`config.mk`:
```
export PLATFORM = sky130hd
export DESIGN_NAME = conv_encoder_par8
export DESIGN_NICKNAME = d
export VERILOG_FILES = /design/src/rtl/conv_pkg.sv /design/src/rtl/conv_word_enc.sv /design/src/rtl/conv_encoder_par8.sv
export SDC_FILE = /design/constraint.sdc
export NUM_CORES = 1
export LEC_CHECK = 0
export BUFFER_PORTS_ARGS = -buffer_cell sky130_fd_sc_hd__buf_2
export CAP_MARGIN = 20
export CORE_ASPECT_RATIO = 0.5
export CORE_MARGIN = 2
export CORE_UTILIZATION = 49
export DETAILED_ROUTE_END_ITERATION = 8
export PLACE_DENSITY = 0.75
export SYNTH_ARGS = -nofsm -noshare
export SYNTH_HDL_FRONTEND = slang
export SYNTH_SLANG_ARGS = --single-unit
```
`constraint.sdc`:
```
create_clock -name clk -period 2.2 [get_ports clk]
set_input_delay 0.11 -clock clk [delete_from_list [all_inputs] [get_ports clk]]
set_output_delay 0.11 -clock clk [all_outputs]
set_load 0.01 [all_outputs]
```
`src/rtl/conv_pkg.sv`:
```
// Shared code definitions for the rate-1/2, K=3 convolutional encoder and its decoder.
// No logic; constants, generator taps and FSM encoding only.
// Keeping generators and bit order here stops encoder and decoder from drifting apart.
package conv_pkg;

  localparam int K     = 3;
  localparam int MEM_W = K - 1;
  localparam int IN_W  = 8;
  localparam int OUT_W = 2 * IN_W;
  localparam int CNT_W = 16;

  // MSB of each generator taps the newest info bit.
  localparam logic [K-1:0] G0 = 3'b111;
  localparam logic [K-1:0] G1 = 3'b101;

  typedef enum logic {
    RUN  = 1'b0,
    TAIL = 1'b1
  } enc_state_t;

endpackage

```
`src/rtl/conv_word_enc.sv`:
```
// Encodes one info word through the K-1 bit shift register, oldest bit first.
// Latency: purely combinational.
// Backpressure: none; the caller decides when the result is registered.
module conv_word_enc
  import conv_pkg::*;
(
  input  logic [IN_W-1:0]  data_in,
  input  logic [MEM_W-1:0] m_in,
  output logic [OUT_W-1:0] data_enc,
  output logic [MEM_W-1:0] m_out
);

  logic [K-1:0] s;

  always_comb begin
    data_enc = '0;
    m_out    = m_in;
    s        = '0;
    // Bit IN_W-1 is first in time; its code pair lands in the top two bits.
    for (int t = 0; t < IN_W; t++) begin
      s                            = {data_in[IN_W-1-t], m_out};
      data_enc[2*(IN_W-1-t) + 1]   = ^(s & G0);
      data_enc[2*(IN_W-1-t)]       = ^(s & G1);
      m_out                        = s[K-1:1];
    end
  end

endmodule

```
`src/rtl/conv_encoder_par8.sv`:
```
// Word-parallel rate-1/2 convolutional encoder with automatic zero-tail frame termination.
// Latency: 1 cycle from accept to data_enc; tail word follows the in_last word.
// Backpressure: single output register, in_ready only when it is empty or draining.
module conv_encoder_par8
  import conv_pkg::*;
(
  input  logic             clk,
  input  logic             rst,
  input  logic             in_valid,
  output logic             in_ready,
  input  logic [IN_W-1:0]  data_in,
  input  logic             in_last,
  output logic             out_valid,
  input  logic             out_ready,
  output logic [OUT_W-1:0] data_enc,
  output logic             out_tail,
  output logic [CNT_W-1:0] word_cnt
);

  enc_state_t       state;
  logic [MEM_W-1:0] mem;
  logic             cnt_restart;

  logic             out_free;
  logic             accept;
  logic             tail_load;
  logic             load;
  logic             tail_consumed;
  logic [IN_W-1:0]  enc_din;
  logic [OUT_W-1:0] enc_dout;
  logic [MEM_W-1:0] enc_mout;

  assign out_free      = !out_valid || out_ready;
  assign in_ready      = !rst && (state == RUN) && out_free;
  assign accept        = in_valid && in_ready;
  assign tail_load     = !rst && (state == TAIL) && out_free;
  assign load          = accept || tail_load;
  assign tail_consumed = out_valid && out_ready && out_tail;

  // The tail is just an all-zero word pushed through the same encoder.
  assign enc_din = (state == TAIL) ? '0 : data_in;

  conv_word_enc u_word_enc (
    .data_in  (enc_din),
    .m_in     (mem),
    .data_enc (enc_dout),
    .m_out    (enc_mout)
  );

  always_ff @(posedge clk) begin
    if (rst) begin
      state       <= RUN;
      mem         <= '0;
      out_valid   <= 1'b0;
      data_enc    <= '0;
      out_tail    <= 1'b0;
      word_cnt    <= '0;
      cnt_restart <= 1'b0;
    end else begin
      if (tail_consumed) begin
        cnt_restart <= 1'b1;
      end

      if (load) begin
        data_enc  <= enc_dout;
        out_valid <= 1'b1;
        out_tail  <= tail_load;

        // Counting restarts on the first load of a frame whose predecessor's tail has left.
        if (cnt_restart || tail_consumed) begin
          word_cnt    <= CNT_W'(1);
          cnt_restart <= 1'b0;
        end else if (word_cnt != '1) begin
          word_cnt <= word_cnt + CNT_W'(1);
        end

        if (tail_load) begin
          mem   <= '0;
          state <= RUN;
        end else begin
          mem   <= enc_mout;
          state <= in_last ? TAIL : RUN;
        end
      end else if (out_ready) begin
        out_valid <= 1'b0;
        out_tail  <= 1'b0;
      end
    end
  end

  always_ff @(posedge clk) begin
    assert (G0[K-1] && G1[K-1])
      else $error("conv_encoder_par8: both generators must tap the newest bit");
  end

endmodule
```
## Word level (Yosys, flattened, before mapping)

Cells that the tools add are included.

- Register bits: 38
- Input bits: 13
- Output and inout bits: 35
- Word-level logic and storage cells: 53

- Add/sub/neg operators: 1
- Equality and inequality tests: 1
- Mux-type cells: 12
- Bitwise operators: 1
- Reductions and logical operators: 31

Operators with widths:

| kind | count |
|---|---|
| parity 3 bit | 16 |
| 2-to-1 mux 16 bit | 2 |
| adder 16 x 1 -> 16 bit, second input constant | 1 |
| != test 16 bit, second input constant | 1 |
| 2-to-1 mux 1 bit | 8 |
| 2-to-1 mux 8 bit | 1 |
| logical AND 1 bit | 7 |
| nonzero test 2 bit | 2 |
| logical OR 1 bit | 3 |
| zero test 1 bit | 2 |
| 2-to-1 mux 2 bit | 1 |
| AND reduction 2 bit | 1 |
| NOT 1 bit | 1 |

## Logic depth before layout (Yosys ltp)

- Depth in word-level cells: 6
- Mapped depth: 7
- Mapped depth without buffers: 6

## Modules after synthesis

From an unflattened synthesis, not the netlist that was laid out.

- Cell total of the unflattened synthesis: 242
- Area, all modules: 2100.8 um^2

Modules (own cells, without submodules):

| module | instances | cells an instance | area each (um^2) | sequential area each (um^2) |
|---|---|---|---|---|
| conv_encoder_par8 | 1 | 219 | 1788.0 | 760.7 |
| conv_word_enc | 1 | 23 | 312.8 | 0.0 |

## Least setup slack after synthesis

Ideal clock, no wire load.

- Path kind: reg-to-reg
- From: reg word_cnt[0]
- To: reg word_cnt[11]
- Setup time: 120 ps
- Arrival: 1773 ps
- Required time: 2080 ps
- Setup slack: 307 ps
- Cell stages (with the launch flop): 8
- Buffers on the path: 1
- Clock period less this slack: 1893 ps
- Cells stage by stage: dfxtp_1 > ha_1 > nand3_2 > nor3_4 > a2111oi_2 > buf_6 > and3_4 > a211o_1

- Cells in the longest elaborated chain, start to end: 3
- Elaborated cells between the ends (all ways): 6
- Those cells by class: add/sub: 1; eq/ne: 1; mux: 2; reduce/logical: 2

Ends and longest elaborated chain:

| item | line | text |
|---|---|---|
| start, declared | conv_encoder_par8.sv:17 | `output logic [CNT_W-1:0] word_cnt` |
| start signal, assigned | conv_encoder_par8.sv:74 | `word_cnt <= word_cnt + CNT_W'(1);` |
| adder 16 x 1 -> 16 bit or != test 16 bit (tied branches) | conv_encoder_par8.sv:74, conv_encoder_par8.sv:73 |  |
| 2-to-1 mux 16 bit or nonzero test 2 bit (tied branches) | n/a |  |
| 2-to-1 mux 16 bit or AND reduction 2 bit (tied branches) | n/a |  |

Parallel ways exist; a longest one is shown, timed or not. The select of a mux whose other input is x is not followed.
A chain may end at the register's enable or synchronous reset.

## Worst setup path after layout

- From: reg word_cnt[1]
- To: reg word_cnt[7]

The elaborated chain is that of the path after synthesis.

==> out/results.ini <==
[run_status]
outcome=finished, final reports clean

[global_route]
first_global_vias=1492
grt_pass1_wl_mm=6.748
antenna_found_initial=0
grtUsageTotal=0.1979
grt_max_degree=35
overflow=0

[die]
die-height_um=47.95
ios=48
num_rows=15
chipWidth_um=91.90
start_util=0.5309
core_area_um2=3566
die_area_um2=4407

[clock_network]
clk_pin_slew_ps=80
cts_resized=1
cts-root-buf=clkbuf_8
cts_made_buffers=5
cts-hold-fix-buffers=0
cts_max_level=2
cts_buffer_depth=2
clkLatencyLatePin_ps=290
cts_tree=done
cts.sinks=38
post-cts-setup-buffers=0

[timing]
finalSetupViolCount=0
skew_ps=4.792
rsz0062_at_grt=false
tns_ps=0
period_needed_ps=1992
post-route-period-util=0.9053
tightest_slew_ps=677.1
timing.final.ws_setup_ps=208.4
slew_headroom=0.5486
drv_slew=0
max_freq_ghz=0.5021
hold_viol_final=0

[job]
cap_violations=0

[power]
power.leakage_nw=0.9720
ir_drop_mv=0.3777
power_density_nw_per_um2=661.7

[synthesis]
synthSimpleGateAreaFrac=0.2750
yosysTopAreaCellShare=0.4019
postSynth.asyncResetShare=0
synth_xor_area_frac=0.08328
synth_edf_count=0
yosys.area_share.adder=0.006609
ys_seq_area_frac=0.4019
synth-compound-area-share=0.2029
syn_nets=240
avgSynthCellArea_um2=8.376
synth_flop_cell=dfxtp_1
synthTopCellsByArea=dfxtp_1, xnor2_1, nor2_1, a21oi_1, a31oi_1
synth_top_area_cell=dfxtp_1
yosys_warnings=0
synth_cells=226
synth-seq-cells=38
syn_area_um2=1893
synthMuxAreaShare=0
synth_top_family_by_area=simple AND/OR/NAND/NOR gates
synth_cell_types=44

[routing]
drc=0
routed_wl_mm=4.318
vias_per_cell=5.537
dr.pass1.iters=4
dr_total_vias=1816
drt_iter0_markers=75
postRouteAntennaNets=0
wl_per_cell_um=13.16

[worst_hold_path]
min_from=in_last
holdCritPathClass=in -> reg

[critical_path]
arrival_ps=2210
r2r-start=word_cnt[1]$_SDFFE_PP0P_
critPathLaunch=word_cnt[1]$_SDFFE_PP0P_
crit_fanout=6
cp-start-kind=flip-flop
worstSetupPathType=reg -> reg
required_ps=2420
cp-end-kind=flip-flop

[final_layout]
antenna_cells_inserted=0
nNetsFinal=290
area_delta_synth_final_pct=21.61
utilization=0.6456
drive_gt1_frac=0.2599

[placement]
dpl_worst_slack_ps=-3.525
hpwl_mm=3.099
portBuffers=47
place_congestion=0.8174

-- cells in the final DEF, fill, tap and decap left out, types with 3 or more instances in the layout --
master     n
a211oi_1   8
a21oi_1   18
a22oi_1    5
a31oi_1   10
and3_1     4
buf_2     47
buf_4      7
clkbuf_8   6
dfxtp_1   38
nand2_1   13
nand2b_1   6
nand3_1    8
nor2_1    32
nor2b_1    5
nor3_1    12
o21ai_0    3
o21ai_1    3
xnor2_1   18
-- final timing paths --
check	end	slack, ps	cells after the start
hold reg to reg	data_enc[15]$_SDFFE_PP0P_	450	2
hold / removal	state$_SDFFE_PP0P_	60	3
setup / recovery	word_cnt[7]$_SDFFE_PP0P_	210	7
setup reg to reg	word_cnt[7]$_SDFFE_PP0P_	210	7
-- power by group --
part | internal (mW) | total, mW | switching, mW
Sequential | 0.725 | 0.748 | 0.0224
Clock | 0.252 | 0.511 | 0.259
Combinational | 0.114 | 0.265 | 0.151
-- logic make-up after synthesis --
kind of cell | count (synthesis)
buf+inv | 13
flops | 38
simple gates | 98
fa+ha+maj | 1
xor+xnor | 18
compound gates | 58
-- synthesized netlist by cell type, types with 2 or more instances --
cell type and count:
and3_1 4, nand3_1 8, a211oi_1 8, nand4_1 2
nor2b_1 5, clkbuf_1 8, dfxtp_1 38, a22oi_1 5
nor3_1 12, a211o_1 2, nor2_1 32, a31oi_1 10
nand2b_1 6, nand2_1 13, inv_1 2, o21ai_1 3
nor4_1 2, and4_1 2, a41oi_1 2, and3_2 2
xnor2_1 18, a21oi_1 18, o21ai_0 3
-- critical path, cell delays in order (launching register included) --
cell	delay [ps]
dfxtp_1	410
ha_1	250
nand3_2	170
nor3_4	280
buf_4	190
a31oi_1	140
or2_1	320
a31oi_1	180
-- per-stage QoR --
step	hold slack, ps	total power [mW]	cells	instance area, um2
3_5_place_dp	354.5	1.028	320	2195
3_3_place_gp	357.5	1.022	320	2195
5_1_grt	70.64	1.587	328	2302
2_1_floorplan	234.6	0.9398	226	1893
6_report	58.79	1.523	328	2302
4_1_cts	53.82	1.531	328	2302
-- routing by layer --
layer | up-vias | track usage | part of all wire
li1 | 922 | - | -
met1 | 852 | 0.2510 | 0.49
met2 | 42 | 0.3544 | 0.47
met3 | 0 | 0.04567 | 0.039
met4 | 0 | 0.05970 | 0
met5 | - | 0 | 0
-- cell type report --
class                           count  area [um2]
Inverter                            2       7.507
Clock inverter                      2       12.51
Multi-Input combinational cell    175        1087
Fill cell                         319        1264
Timing Repair Buffer               54       287.8
Sequential cell                    38       760.7
Clock buffer                        6       82.58
Tap cell                           51       63.81
-- registers in the layout, indices dropped and copies added (netlist names) --
name	cells
word_cnt	16
cnt_restart	1
mem	2
state	1
data_enc	16
out_tail	1
out_valid	1
(Power assumes the default switching activity.)
